### src/rtl/mips_encode.sv
// rtl/mips_encode.sv - MIPS ALU request encoder feeding a 4-entry instruction queue
module mips_encode_fifo (
  input  logic        clk,
  input  logic        reset,
  input  logic [31:0] in_tdata,
  input  logic        in_tvalid,
  output logic        in_tready,
  output logic [31:0] out_tdata,
  output logic        out_tvalid,
  input  logic        out_tready
);
  logic [31:0] mem [4];
  logic [1:0]  wr_ptr;
  logic [1:0]  rd_ptr;
  logic [2:0]  count;
  logic        push;
  logic        pop;

  assign in_tready  = (count != 3'd4);
  assign out_tvalid = (count != 3'd0);
  assign out_tdata  = out_tvalid ? mem[rd_ptr] : 32'h0000_0000;
  assign push       = in_tvalid && in_tready;
  assign pop        = out_tvalid && out_tready;

  always_ff @(posedge clk) begin
    if (reset) begin
      wr_ptr <= 2'd0;
      rd_ptr <= 2'd0;
      count  <= 3'd0;
    end else begin
      if (push) begin
        mem[wr_ptr] <= in_tdata;
        wr_ptr      <= wr_ptr + 2'd1;
      end
      if (pop) rd_ptr <= rd_ptr + 2'd1;
      count <= count + {2'b00, push} - {2'b00, pop};
    end
  end
endmodule

module mips_encode (
  input  logic        clk,
  input  logic        reset,
  input  logic        in_valid,
  output logic        in_ready,
  input  logic [2:0]  alu_op,
  input  logic        use_imm,
  input  logic [4:0]  rs,
  input  logic [4:0]  rt,
  input  logic [4:0]  rd,
  input  logic [15:0] imm,
  output logic        out_valid,
  input  logic        out_ready,
  output logic [31:0] out_instr,
  output logic [31:0] out_addr,
  output logic        except,
  output logic [7:0]  err_count
);
  logic [5:0]  funct;
  logic [5:0]  opcode;
  logic        encodable;
  logic [31:0] word;
  logic        accept;

  // sub and nor have no immediate form in this encoder
  always_comb begin
    funct     = 6'h00;
    opcode    = 6'h00;
    encodable = 1'b1;
    case (alu_op)
      3'b010: begin funct = 6'h20; opcode = 6'h08; end
      3'b011: begin funct = 6'h22; encodable = !use_imm; end
      3'b100: begin funct = 6'h24; opcode = 6'h0C; end
      3'b101: begin funct = 6'h25; opcode = 6'h0D; end
      3'b110: begin funct = 6'h27; encodable = !use_imm; end
      3'b111: begin funct = 6'h26; opcode = 6'h0E; end
      default: encodable = 1'b0;
    endcase
    word = use_imm ? {opcode, rs, rd, imm} : {6'b000000, rs, rt, rd, 5'b00000, funct};
  end

  assign accept = in_valid && in_ready;

  mips_encode_fifo u_fifo (
    .clk        (clk),
    .reset      (reset),
    .in_tdata   (word),
    .in_tvalid  (accept && encodable),
    .in_tready  (in_ready),
    .out_tdata  (out_instr),
    .out_tvalid (out_valid),
    .out_tready (out_ready)
  );

  always_ff @(posedge clk) begin
    if (reset) begin
      except    <= 1'b0;
      err_count <= 8'h00;
      out_addr  <= 32'h0040_0000;
    end else begin
      except <= accept && !encodable;
      if (accept && !encodable && err_count != 8'hFF) err_count <= err_count + 8'd1;
      if (out_valid && out_ready) out_addr <= out_addr + 32'd4;
    end
  end
endmodule
### config.mk
export PLATFORM = sky130hd
export DESIGN_NAME = mips_encode
export DESIGN_NICKNAME = d
export VERILOG_FILES = /design/src/rtl/mips_encode.sv
export SDC_FILE = /design/constraint.sdc
export NUM_CORES = 1
export LEC_CHECK = 0
export ABC_AREA = 1
export BUFFER_PORTS_ARGS = -buffer_cell sky130_fd_sc_hd__buf_2
export CORE_MARGIN = 2
export CORE_UTILIZATION = 57
export CTS_CLUSTER_DIAMETER = 30
export DETAILED_ROUTE_END_ITERATION = 10
export GPL_TIMING_DRIVEN = 0
export HOLD_SLACK_MARGIN = 0.08
export PLACE_DENSITY = 0.82
export SYNTH_ARGS = -nofsm -noshare
export SYNTH_HDL_FRONTEND = slang
export SYNTH_SLANG_ARGS = --single-unit
export TNS_END_PERCENT = 30
### constraint.sdc
create_clock -name clk -period 3.4 [get_ports clk]
set_input_delay 0.51 -clock clk [delete_from_list [all_inputs] [get_ports clk]]
set_output_delay 0.51 -clock clk [all_outputs]
set_load 0.02 [all_outputs]
[After elaboration in Yosys (flattened, before gate mapping)]
Memory sizes are Yosys's and may differ from the RTL's. A register that Yosys moved wholly into a read port is not among the register bits.
Index checks and enable logic that the tools add are counted.
Word-level totals
  flip-flop bits (word level): 48
  memory bits (writable): 128
  bits of input ports: 39
  logic and storage cells: 42
  memories: 1
Memories
  u_fifo.mem: depth 4, bits a word 32, rd ports 1, clocked after Yosys merged registers in 1, write ports 1, line 12  | logic [31:0] mem [4];
Operators by class
  add/subtract/negate cells: 6
  eq/ne operators: 8
  muxes and demuxes: 10
  reduce and logical (&&, ||, !) cells: 11
Operators by type and width (number)
  2-to-1 mux 32 bit: 2
  case mux 6 bit (6 select lines): 1
  adder 32 x 3 -> 32 bit (second input constant): 1
  case mux 4 bit (4 select lines): 1
  equality test 3 bit (second input constant): 4
  adder 8 x 1 -> 8 bit (second input constant): 1
  inequality test 8 bit (second input constant): 1
  equality test 3 x 2 -> 1 bit (second input constant): 2
  logical AND 1 bit: 6
  adder 2 x 1 -> 2 bit (second input constant): 2
  2-to-1 mux 2 bit: 2
  OR reduction 4 bit: 1
  adder 3 x 1 -> 3 bit: 1
  2-to-1 mux 1 bit: 3
  inequality test 3 bit (second input constant): 1
  nonzero test 3 bit: 1
  subtractor 3 x 1 -> 3 bit: 1
  logical NOT 1 bit: 2
  case mux 1 bit (2 select lines): 1
  OR reduction 2 bit: 1

[Depth between registers and ports, before layout]
Gate-level depths: netlist of the first run.
  depth after elaboration: 8
  mapped depth: 12

[Hierarchy]
From an unflattened synthesis of the first run, not the netlist that was laid out.
Second synthesis, totals
  cells, all modules: 949
  area total of the unflattened synthesis: 8398.1 um2
By module, submodules not included
  mips_encode_fifo: instances 1, cells an instance 573, area an instance 6002.0 um2
  mips_encode: instances 1, cells an instance 376, area an instance 2396.0 um2

[Worst setup path after synthesis of the first run]
No wires, ideal clock.
  kind: register to register
  from: reg u_fifo.count[1]
  to: mem u_fifo.mem[0][0] (enable)
  setup time: 0.417 ns
  arrival: 2.473 ns
  data required time: 2.983 ns
  setup slack: 0.510 ns
  stages on the path, launching flop included: 9
  path buffers: 0
  cell sequence: dfxtp_1 nor2_4 nand2_1 nand2_1 inv_1 nand2_1 inv_1 nand2_1 nor2_1
Between the ends
  cells in the longest elaborated chain, start to end: 7
Ends and longest elaborated chain
  start: declaration: line 15  | logic [2:0] count;
  start signal: assignment: line 36  | count <= count + {2'b00, push} - {2'b00, pop};
  inequality test 3 bit *: line 19  | assign in_tready = (count != 3'd4);
  named net in_ready: line 45  | output logic in_ready,
  logical AND 1 bit: line 82  | assign accept = in_valid && in_ready;
  logical AND 1 bit: line 88  | .in_tvalid (accept && encodable),
  logical AND 1 bit *: line 22  | assign push = in_tvalid && in_tready;
  2-to-1 mux 1 bit *: line 31  | if (push) begin
  2-to-1 mux 1 bit *: line 26  | if (reset) begin
  2-to-1 mux 1 bit (not written as such) *: line 32  | mem[wr_ptr] <= in_tdata;
  end: declaration: line 12
The timed path passes the listed nets; every way through them passes the cells marked *.

==> results of run 1 <==
## cell families after synthesis
| group | after synthesis | synth area share, % |
|---|---|---|
| simple gates | 333 | 19.53 |
| flops | 168 | 61.48 |
| compound gates | 153 | 10.72 |
| buf+inv | 99 | 5.426 |
| xor+xnor | 10 | 1.180 |
| fa+ha+maj | 9 | 1.618 |
| other cells | 1 | 0.05051 |
## cell usage in the layout (no fill, tap or decap), types with 10 or more instances in the layout
cell | Yosys | final
sky130_fd_sc_hd__a21oi_1 | 60 | 60
sky130_fd_sc_hd__buf_2 | 7 | 115
sky130_fd_sc_hd__clkbuf_1 | 21 | 23
sky130_fd_sc_hd__clkbuf_16 | 0 | 17
sky130_fd_sc_hd__dfxtp_1 | 48 | 48
sky130_fd_sc_hd__edfxtp_1 | 120 | 120
sky130_fd_sc_hd__inv_1 | 61 | 61
sky130_fd_sc_hd__nand2_1 | 95 | 95
sky130_fd_sc_hd__nand3_1 | 26 | 26
sky130_fd_sc_hd__nor2_1 | 175 | 171
sky130_fd_sc_hd__nor2_4 | 6 | 10
sky130_fd_sc_hd__o21ai_0 | 82 | 82
## sequential cells by signal (all words and copies together) (netlist names), named ones only
name	cells
u_fifo.mem	120
u_fifo.count	3
u_fifo.wr_ptr	2
out_addr	30
err_count	8
u_fifo.rd_ptr	2
except	1
## report_power, final
part           total (mW)  internal, mW  switching [mW]
logic                1.75         0.507            1.24
registers            2.35          2.30          0.0542
clock network        1.99          1.22           0.763
total                6.09          4.03            2.06
## final cells by class
type                            count  area [µm²]  share of cell area [%]
Sequential cell                   168        4564                   51.32
Multi-Input combinational cell    509        2499                   28.10
Timing Repair Buffer              111       600.6                   6.753
Clock buffer                       19       432.9                   4.868
Inverter                           64       240.2                   2.701
Tap cell                          172       215.2                   2.420
Clock inverter                     13       176.4                   1.984
Buffer                             35       162.7                   1.829
Antenna cell                        1       2.502                 0.02814
## final timing paths
kind                    startpoint           endpoint
setup / recovery         flip-flop      out_instr[27]
hold / removal               rs[0]  u_fifo.mem[0][21]
setup reg to reg   u_fifo.count[1]  u_fifo.mem[2][15]
hold reg to reg   u_fifo.rd_ptr[1]   u_fifo.rd_ptr[1]
## routing by layer
layer / wire (µm) / track usage (%) / part of all wire [%]
met1: 6689 / 29.29 / 40
met5: 0 / 0 / 0
met2: 8485 / 41.69 / 51
met4: 250 / 10.17 / 1.5
met3: 1365 / 7.239 / 8.1
## critical path: stages, from the launching register on
cell and delay, ps:
sky130_fd_sc_hd__dfxtp_1 290, sky130_fd_sc_hd__clkbuf_1 180, sky130_fd_sc_hd__inv_2 140, sky130_fd_sc_hd__clkbuf_1 440
sky130_fd_sc_hd__o21ai_1 200, sky130_fd_sc_hd__a21oi_1 260, sky130_fd_sc_hd__buf_2 220
==> metrics.md, run 1 <==
| Metric | Value |
|---|---|
| Result of the run | finished, final reports clean |
| Number of buffers added by the clock tree synthesis step | 17 |
| Kind of critical path | reg2out |
| CTS max path bufs | 2 |
| Count of final setup violators | 0 |
| CP max FO | 10 |
| Tot Pwr | 6.089 mW |
| Initial detailed-routing violation count | 427 |
| Via count of the first global-routing pass | 5629 |
| Tightest slew margin relative to the limit | 35.89% |
| Boundary Pins | 114 |
| Count of nets after finishing | 954 |
| Clock period minus final worst setup slack | 2671 ps |
| Post-synthesis register bit count | 168 |
| Share of post-route cells with drive strength above 1 | 19.70% |
| Clock transition at path regs | 60 ps |
| Count of buffers added by post-CTS timing repair for setup | 0 |
| Transition time of the tightest slew-check pin | 959.4 ps |
| Maximum number of pins on one net before global-route repair | 31 |
| RSZ-0062 raised after global routing | no |
| Die area | 13950 µm² |
| Hold Path Stages | 1 |
| Cell chosen for the clock root | sky130_fd_sc_hd__clkbuf_16 |
| Class of the tightest hold or removal check | in2reg |
| Period utilization | 78.56% |
| First-pass iteration count of the detailed router | 5 |
| Leading cell types by count after synthesis | 175 x sky130_fd_sc_hd__nor2_1, 120 x sky130_fd_sc_hd__edfxtp_1, 95 x sky130_fd_sc_hd__nand2_1, 82 x sky130_fd_sc_hd__o21ai_0, 61 x sky130_fd_sc_hd__inv_1 |
| Worst endpoint data arrival time | 2160 ps |
| Number of synthesized flops with an enable pin | 120 |
| Placed Instance Area | 8282 µm² |
| Post-synthesis instance total | 773 |
| DR WL/cell | 15.37 µm |
| Worst Hold Slack | 300.9 ps |
| Final core occ | 70.19% |
| Cell variety after synth | 38 |
| Count of instances resized after the clock tree is built | 0 |
| Placer's final routability congestion estimate | 0.8540 |
| Most instantiated flip-flop cell in the synthesis netlist | sky130_fd_sc_hd__edfxtp_1 |
| Power density over the cells | 684.7 nW/µm² |
| Number of cells traversed by the worst register-to-register path | 8 |
| Clock Latency Late Sink | 430 ps |
| Number of maximum-capacitance constraint violations | 0 |
| Via density | 5.348 |
| Post-route antenna net violation count | 0 |
| Peak supply drop | 356.2 µV |
| Synth area leaders | sky130_fd_sc_hd__edfxtp_1 49%, sky130_fd_sc_hd__dfxtp_1 13%, sky130_fd_sc_hd__nor2_1 8.8% |
| Die Y | 118.1 µm |
| Number of vias in the routed layout | 5840 |
| Count leader, synth | sky130_fd_sc_hd__nor2_1 |
| Final WL | 16790 µm |
| Startpoint type of the worst setup path | flip-flop |
| Worst endpoint required time | 2890 ps |
| TritonCTS Sinks | 168 |
| Area growth from synthesis to final layout | 19.78% |
| Grt total ovfl | 0 |
| # rows | 41 |
| Share of async-settable or async-resettable flops after synthesis | 0% |
| Final Worst Setup Slack | 729.1 ps |
| Number of pins with negative max-slew slack in the final report | 0 |
| CP Capture Type | primary output |
| Initial core utilization | 58.60% |
| Post-route setup TNS | 0 ps |
| Hold violation total from the final report | 0 |
| Worst R2R Setup Slack | 880 ps |
| Die W | 118.1 µm |
| Yosys warning count | 0 |
| Post-Synthesis Cell Area | 7425 µm² |
| Non-filler cells, final | 1092 |
| Fraction of post-synthesis cell area in the top cell type by area | 48.53% |
| Finished Cell Area | 8894 µm² |
| Remaining routing DRC violations | 0 |
| Pre-CTS WS | 583.5 ps |
| Fill cells | 904 |
| Post-synthesis average cell area | 9.605 µm² |
| Maximum clock skew at final layout | 5.446 ps |
| Number of hold buffers added after CTS | 0 |
| Core region area | 12670 µm² |
| Total routing resource utilization after global routing | 24.58% |
| Buffers on Ports | 108 |
| Max Fclk | 374.4 MHz |
| H-tree levels | 4 |
| CTS tree | built |
| Global-route wire length before repair | 26720 µm |
| Antenna violations before repair | 1 |
| Sequential cell area fraction in the yosys report | 61.48% |
| Instance count after placement with tap cells included | 1059 |
| Cell leakage power | 3.511 nW |
| Final HPWL DP | 10890 µm |
| Post-synth top area cell | sky130_fd_sc_hd__edfxtp_1 |
(Power assumes the default switching activity.)
==> run 2: changes to the inputs <==
Settings changed: ABC_AREA 1 to 0, CORE_UTILIZATION 57 to 56, PLACE_DENSITY 0.82 to 0.81.
Clock period 3.4 ns to 2.5 ns, I/O delays scaled along.
==> run 2 against run 1 <==
Net effect: sequential share of layout area rose by 2.9 points; first-iteration DRC count fell by 26%; register-to-register slack worse by 750 ps; utilization decreased by 2.7 points; wire length is 17% lower.
==> metrics.md, run 2 <==
| Metric | Value |
|---|---|
| Result of the run | finished, final reports clean (unchanged) |
| XOR/XNOR share of the synthesized area | 4.716% (was 1.180%) |
| Count leader, synth | sky130_fd_sc_hd__edfxtp_1 (was sky130_fd_sc_hd__nor2_1) |
| CP Cell Sequence | clkbuf_1 > mux4_2 > nor2b_1 > buf_2 (was clkbuf_1 > inv_2 > clkbuf_1 > o21ai_1 > a21oi_1 > buf_2) |
| Number of pins with negative max-slew slack in the final report | 0 (unchanged) |
| Clock transition at path regs | 60 ps (about the same) |
| # rows | 41 (unchanged) |
| Commonest non-fill, non-tap cells in the layout | 120 x sky130_fd_sc_hd__edfxtp_1, 112 x sky130_fd_sc_hd__buf_2, 48 x sky130_fd_sc_hd__dfxtp_1 (was 171 x sky130_fd_sc_hd__nor2_1, 120 x sky130_fd_sc_hd__edfxtp_1, 115 x sky130_fd_sc_hd__buf_2) |
| CTS max path bufs | 2 (unchanged) |
| Most common cell after layout, fill and taps aside | sky130_fd_sc_hd__edfxtp_1 (was sky130_fd_sc_hd__nor2_1) |
| Multi-input gate area | 2347 µm² (was 2499 µm²) |
| Number of hold buffers added after CTS | 0 (unchanged) |
| Die W | 116.3 µm (was 118.1 µm) |
| Boundary Pins | 114 (unchanged) |
| Number of cells traversed by the worst register-to-register path | 5 (was 8) |
| Final Worst Setup Slack | 103.3 ps (was 729.1 ps) |
| CP max FO | 10 (unchanged) |
| Cell leakage power | 3.132 nW (was 3.511 nW) |
| CP Capture Type | primary output (unchanged) |
| Grt total ovfl | 0 (unchanged) |
| Multiplexer share of the synthesized area | 11.47% (was 0%) |
| Post-route antenna net violation count | 0 (unchanged) |
| Share of post-route cells with drive strength above 1 | 33.97% (was 19.70%) |
| Via count of the first global-routing pass | 4393 (was 5629) |
| Tightest slew margin relative to the limit | 44.98% (was 35.89%) |
| Core region area | 12470 µm² (was 12670 µm²) |
| Yosys warning count | 0 (unchanged) |
| Hold Path Stages | 1 (unchanged) |
| Synth area leaders | sky130_fd_sc_hd__edfxtp_1 51%, sky130_fd_sc_hd__dfxtp_1 14%, sky130_fd_sc_hd__mux4_2 9.6% (was sky130_fd_sc_hd__edfxtp_1 49%, sky130_fd_sc_hd__dfxtp_1 13%, sky130_fd_sc_hd__nor2_1 8.8%) |
| Total routing resource utilization after global routing | 22.01% (was 24.58%) |
| Capturing point of the worst reg2reg path | u_fifo.mem[1][22] (was u_fifo.mem[2][15]) |
| Post-route setup TNS | 0 ps (unchanged) |
| Start of the worst register-to-register path | u_fifo.count[1] (unchanged) |
| Count of final setup violators | 0 (unchanged) |
| Worst R2R Setup Slack | 130 ps (was 880 ps) |
| Initial core utilization | 56.61% (was 58.60%) |
| Largest reg by FF count | u_fifo.mem (unchanged) |
| Die Y | 116.3 µm (was 118.1 µm) |
| Flip-flop count of the largest register after layout | 120 (unchanged) |
| Post-Synthesis Cell Area | 7057 µm² (was 7425 µm²) |
| Fraction of post-synthesis cell area in the top cell type by area | 51.06% (was 48.53%) |
| Net switching power | 2.366 mW (was 2.061 mW) |
| Startpoint type of the worst setup path | flip-flop (unchanged) |
| Worst path max stage delay | 500 ps (was 440 ps) |
| Sequential cell area fraction in the yosys report | 64.68% (was 61.48%) |
| Global-route wire length before repair | 21990 µm (was 26720 µm) |
| Clock Latency Late Sink | 420 ps (was 430 ps) |
| Hold Path Sink | u_fifo.mem[1][21] (was u_fifo.mem[0][21]) |
| Number of maximum-capacitance constraint violations | 0 (unchanged) |
| Max Fclk | 417.2 MHz |
| Part of the power in registers | 41.2% (was 38.6%) |
| Hold violation total from the final report | 0 (unchanged) |
| Slowest stage cell, crit path | sky130_fd_sc_hd__clkbuf_1 (unchanged) |
| Compound-gate portion of the synthesized area | 2.092% (was 10.72%) |
| Worst endpoint data arrival time | 2020 ps (was 2160 ps) |
| Post-synthesis instance total | 482 (was 773) |
| Class of the tightest hold or removal check | in2reg (unchanged) |
| DR WL/cell | 17.46 µm (was 15.37 µm) |
| Final WL | 13900 µm (was 16790 µm) |
| CTS tree | built (unchanged) |
| Antenna violations before repair | 0 (was 1) |
| Count of buffers added by post-CTS timing repair for setup | 0 (unchanged) |
| Count of inserted antenna diode cells | 0 (was 1) |
| Internal power component | 5.424 mW (was 4.028 mW) |
| Area occupied by registers | 4564 µm² (unchanged) |
| RSZ-0062 raised after global routing | yes (was no) |
| Cell variety after synth | 48 (was 38) |
| Worst Hold Slack | 162.0 ps (was 300.9 ps) |
| Clk pwr share | 32.6% (about the same) |
| Number of synthesized flops with an enable pin | 120 (unchanged) |
| Period utilization | 95.87% |
| Maximum clock skew at final layout | 6.580 ps (was 5.446 ps) |
| Die area | 13520 µm² (was 13950 µm²) |
| Via density | 5.415 (was 5.348) |
| Top Registers | u_fifo.mem x120, out_addr x30, err_count x8 (unchanged) |
| Largest family of logic cells by synthesized area | simple AND/OR/NAND/NOR gates (unchanged) |
| Share of synthesized cell area in full adder, half adder and majority cells | 1.702% (was 1.618%) |
| Kind of critical path | reg2out (unchanged) |
| Transition time of the tightest slew-check pin | 825.2 ps (was 959.4 ps) |
| Share of async-settable or async-resettable flops after synthesis | 0% (unchanged) |
| Worst endpoint required time | 2120 ps (was 2890 ps) |
| Maximum number of pins on one net before global-route repair | 31 (unchanged) |
| Remaining routing DRC violations | 0 (unchanged) |
| Post-synthesis register bit count | 168 (unchanged) |
| Post-synthesis share of cell area spent on and, or, nand and nor gates | 12.89% (was 19.53%) |
| Most instantiated flip-flop cell in the synthesis netlist | sky130_fd_sc_hd__edfxtp_1 (unchanged) |
| TritonCTS Sinks | 168 (unchanged) |
| Final HPWL DP | 9234 µm (was 10890 µm) |
| Tot Pwr | 7.790 mW (was 6.089 mW) |
| Area growth from synthesis to final layout | 19.29% (was 19.78%) |
| Worst hold path startpoint | rs[0] (unchanged) |
| Buffers on Ports | 107 (was 108) |
| Final core occ | 67.53% (was 70.19%) |
| Number of buffers added by the clock tree synthesis step | 17 (unchanged) |
| Number of vias in the routed layout | 4310 (was 5840) |
| Leading cell types by count after synthesis | 120 x sky130_fd_sc_hd__edfxtp_1, 48 x sky130_fd_sc_hd__dfxtp_1, 47 x sky130_fd_sc_hd__nor2_1, 33 x sky130_fd_sc_hd__nor2b_1, 30 x sky130_fd_sc_hd__mux4_2 (was 175 x sky130_fd_sc_hd__nor2_1, 120 x sky130_fd_sc_hd__edfxtp_1, 95 x sky130_fd_sc_hd__nand2_1, 82 x sky130_fd_sc_hd__o21ai_0, 61 x sky130_fd_sc_hd__inv_1) |
| Clock period minus final worst setup slack | 2397 ps |
| H-tree levels | 4 (unchanged) |
| First-pass iteration count of the detailed router | 4 (was 5) |
| Cell chosen for the clock root | sky130_fd_sc_hd__clkbuf_16 (unchanged) |
| Pre-CTS WS | -238.4 ps (was 583.5 ps) |
| Initial detailed-routing violation count | 316 (was 427) |
| Post-synthesis average cell area | 14.64 µm² (was 9.605 µm²) |
| Placer's final routability congestion estimate | 0.7751 (was 0.8540) |
| Peak supply drop | 538.1 µV (was 356.2 µV) |
| Fill cells | 911 (was 904) |
| Proportion of total power due to net switching | 30.37% (was 33.85%) |
| Power density over the cells | 925.4 nW/µm² (was 684.7 nW/µm²) |
| Post-synth top area cell | sky130_fd_sc_hd__edfxtp_1 (unchanged) |
| Gate power share | 26.2% (was 28.8%) |
| Count of nets after finishing | 659 (was 954) |
[run 2: cell types whose count changed after synthesis, sizes merged, moves of 9 or more]
| cell | previous run | this run |
|---|---|---|
| nor2 | 187 | 48 |
| nand2 | 101 | 17 |
| o21ai | 88 | 8 |
| a21oi | 61 | 4 |
| inv | 64 | 10 |
| nor2b | 0 | 33 |
| mux4 | 0 | 30 |
| xor2 | 8 | 26 |
| and2 | 0 | 13 |
| mux2 | 0 | 11 |
| xnor2 | 2 | 12 |
| clkbuf | 21 | 12 |
[run 2: metrics by stage]
stage,std cells,area [µm²]
6_report,796,8418
5_1_grt,796,8418
4_1_cts,796,8406
3_5_place_dp,764,7824
3_3_place_gp,764,7819
2_1_floorplan,485,7068
[run 2: final cells by class]
| cell class | instances | area share, % |
|---|---|---|
| repair buffers | 107 | 6.361 |
| clock inverters | 15 | 1.828 |
| plain buffers | 26 | 1.650 |
| multi-input cells | 281 | 27.88 |
| inverters | 10 | 0.4459 |
| clock buffers | 17 | 5.054 |
| flip-flops and latches | 168 | 54.22 |
| well taps | 172 | 2.556 |
[run 2: layer usage]
metal / GRT usage (%) / part of all wire [%] / vias to the layer above
li1: - / - / 2020
met1: 26.84 / 42 / 2118
met2: 37.29 / 50 / 147
met3: 5.501 / 6.0 / 25
met4: 9.921 / 2.5 / 0
met5: 0 / 0 / -
[run 2: worst max-delay path by stage]
stage               slack [ps]       startpoint                 to  depth (start not counted)
floorplan                   20          use_imm   u_fifo.mem[0][0]                          6
finish                     100        flip-flop      out_instr[15]                          4
detailed placement        -240        alu_op[1]   u_fifo.mem[3][6]                          6
global placement          -730        alu_op[1]  u_fifo.mem[0][10]                          6
global route               -50  u_fifo.count[1]  u_fifo.mem[2][22]                          5
CTS                         10        flip-flop      out_instr[20]                          4
[run 2: power by group through the flow]
stage	clock network, mW	registers [mW]	logic (mW)
finish	2.54	3.21	2.04
floorplan	0	3.26	1.43
global placement	0	3.26	2.00
detailed placement	0	3.27	2.05
CTS	2.58	3.21	2.07
global route	2.72	3.22	2.23
[run 2: cell families (layout without fill, tap and decap cells)]
family,count (synthesis),after routing
buffers and inverters,36,175
AO/OA/AOI/OAI,19,19
flip-flops,168,168
multiplexers,42,42
adder cells (fa/ha/maj),9,9
AND/OR/NAND/NOR,169,169
other,1,4
XOR/XNOR,38,38
[run 2: critical path: cells and delay by family, from the launching register on]
kind / cells / cell delay, ps
and+or+nand+nor: 1 / 160
DFF: 1 / 370
buffers and inverters: 2 / 670
muxes: 1 / 410
[run 2: what timing repair did]
| action | CTS | global route |
|---|---|---|
| gates cloned | 0 | 0 |
| setup endpoints to repair | 6 | 140 |
| gates resized for setup | 2 | 8 |
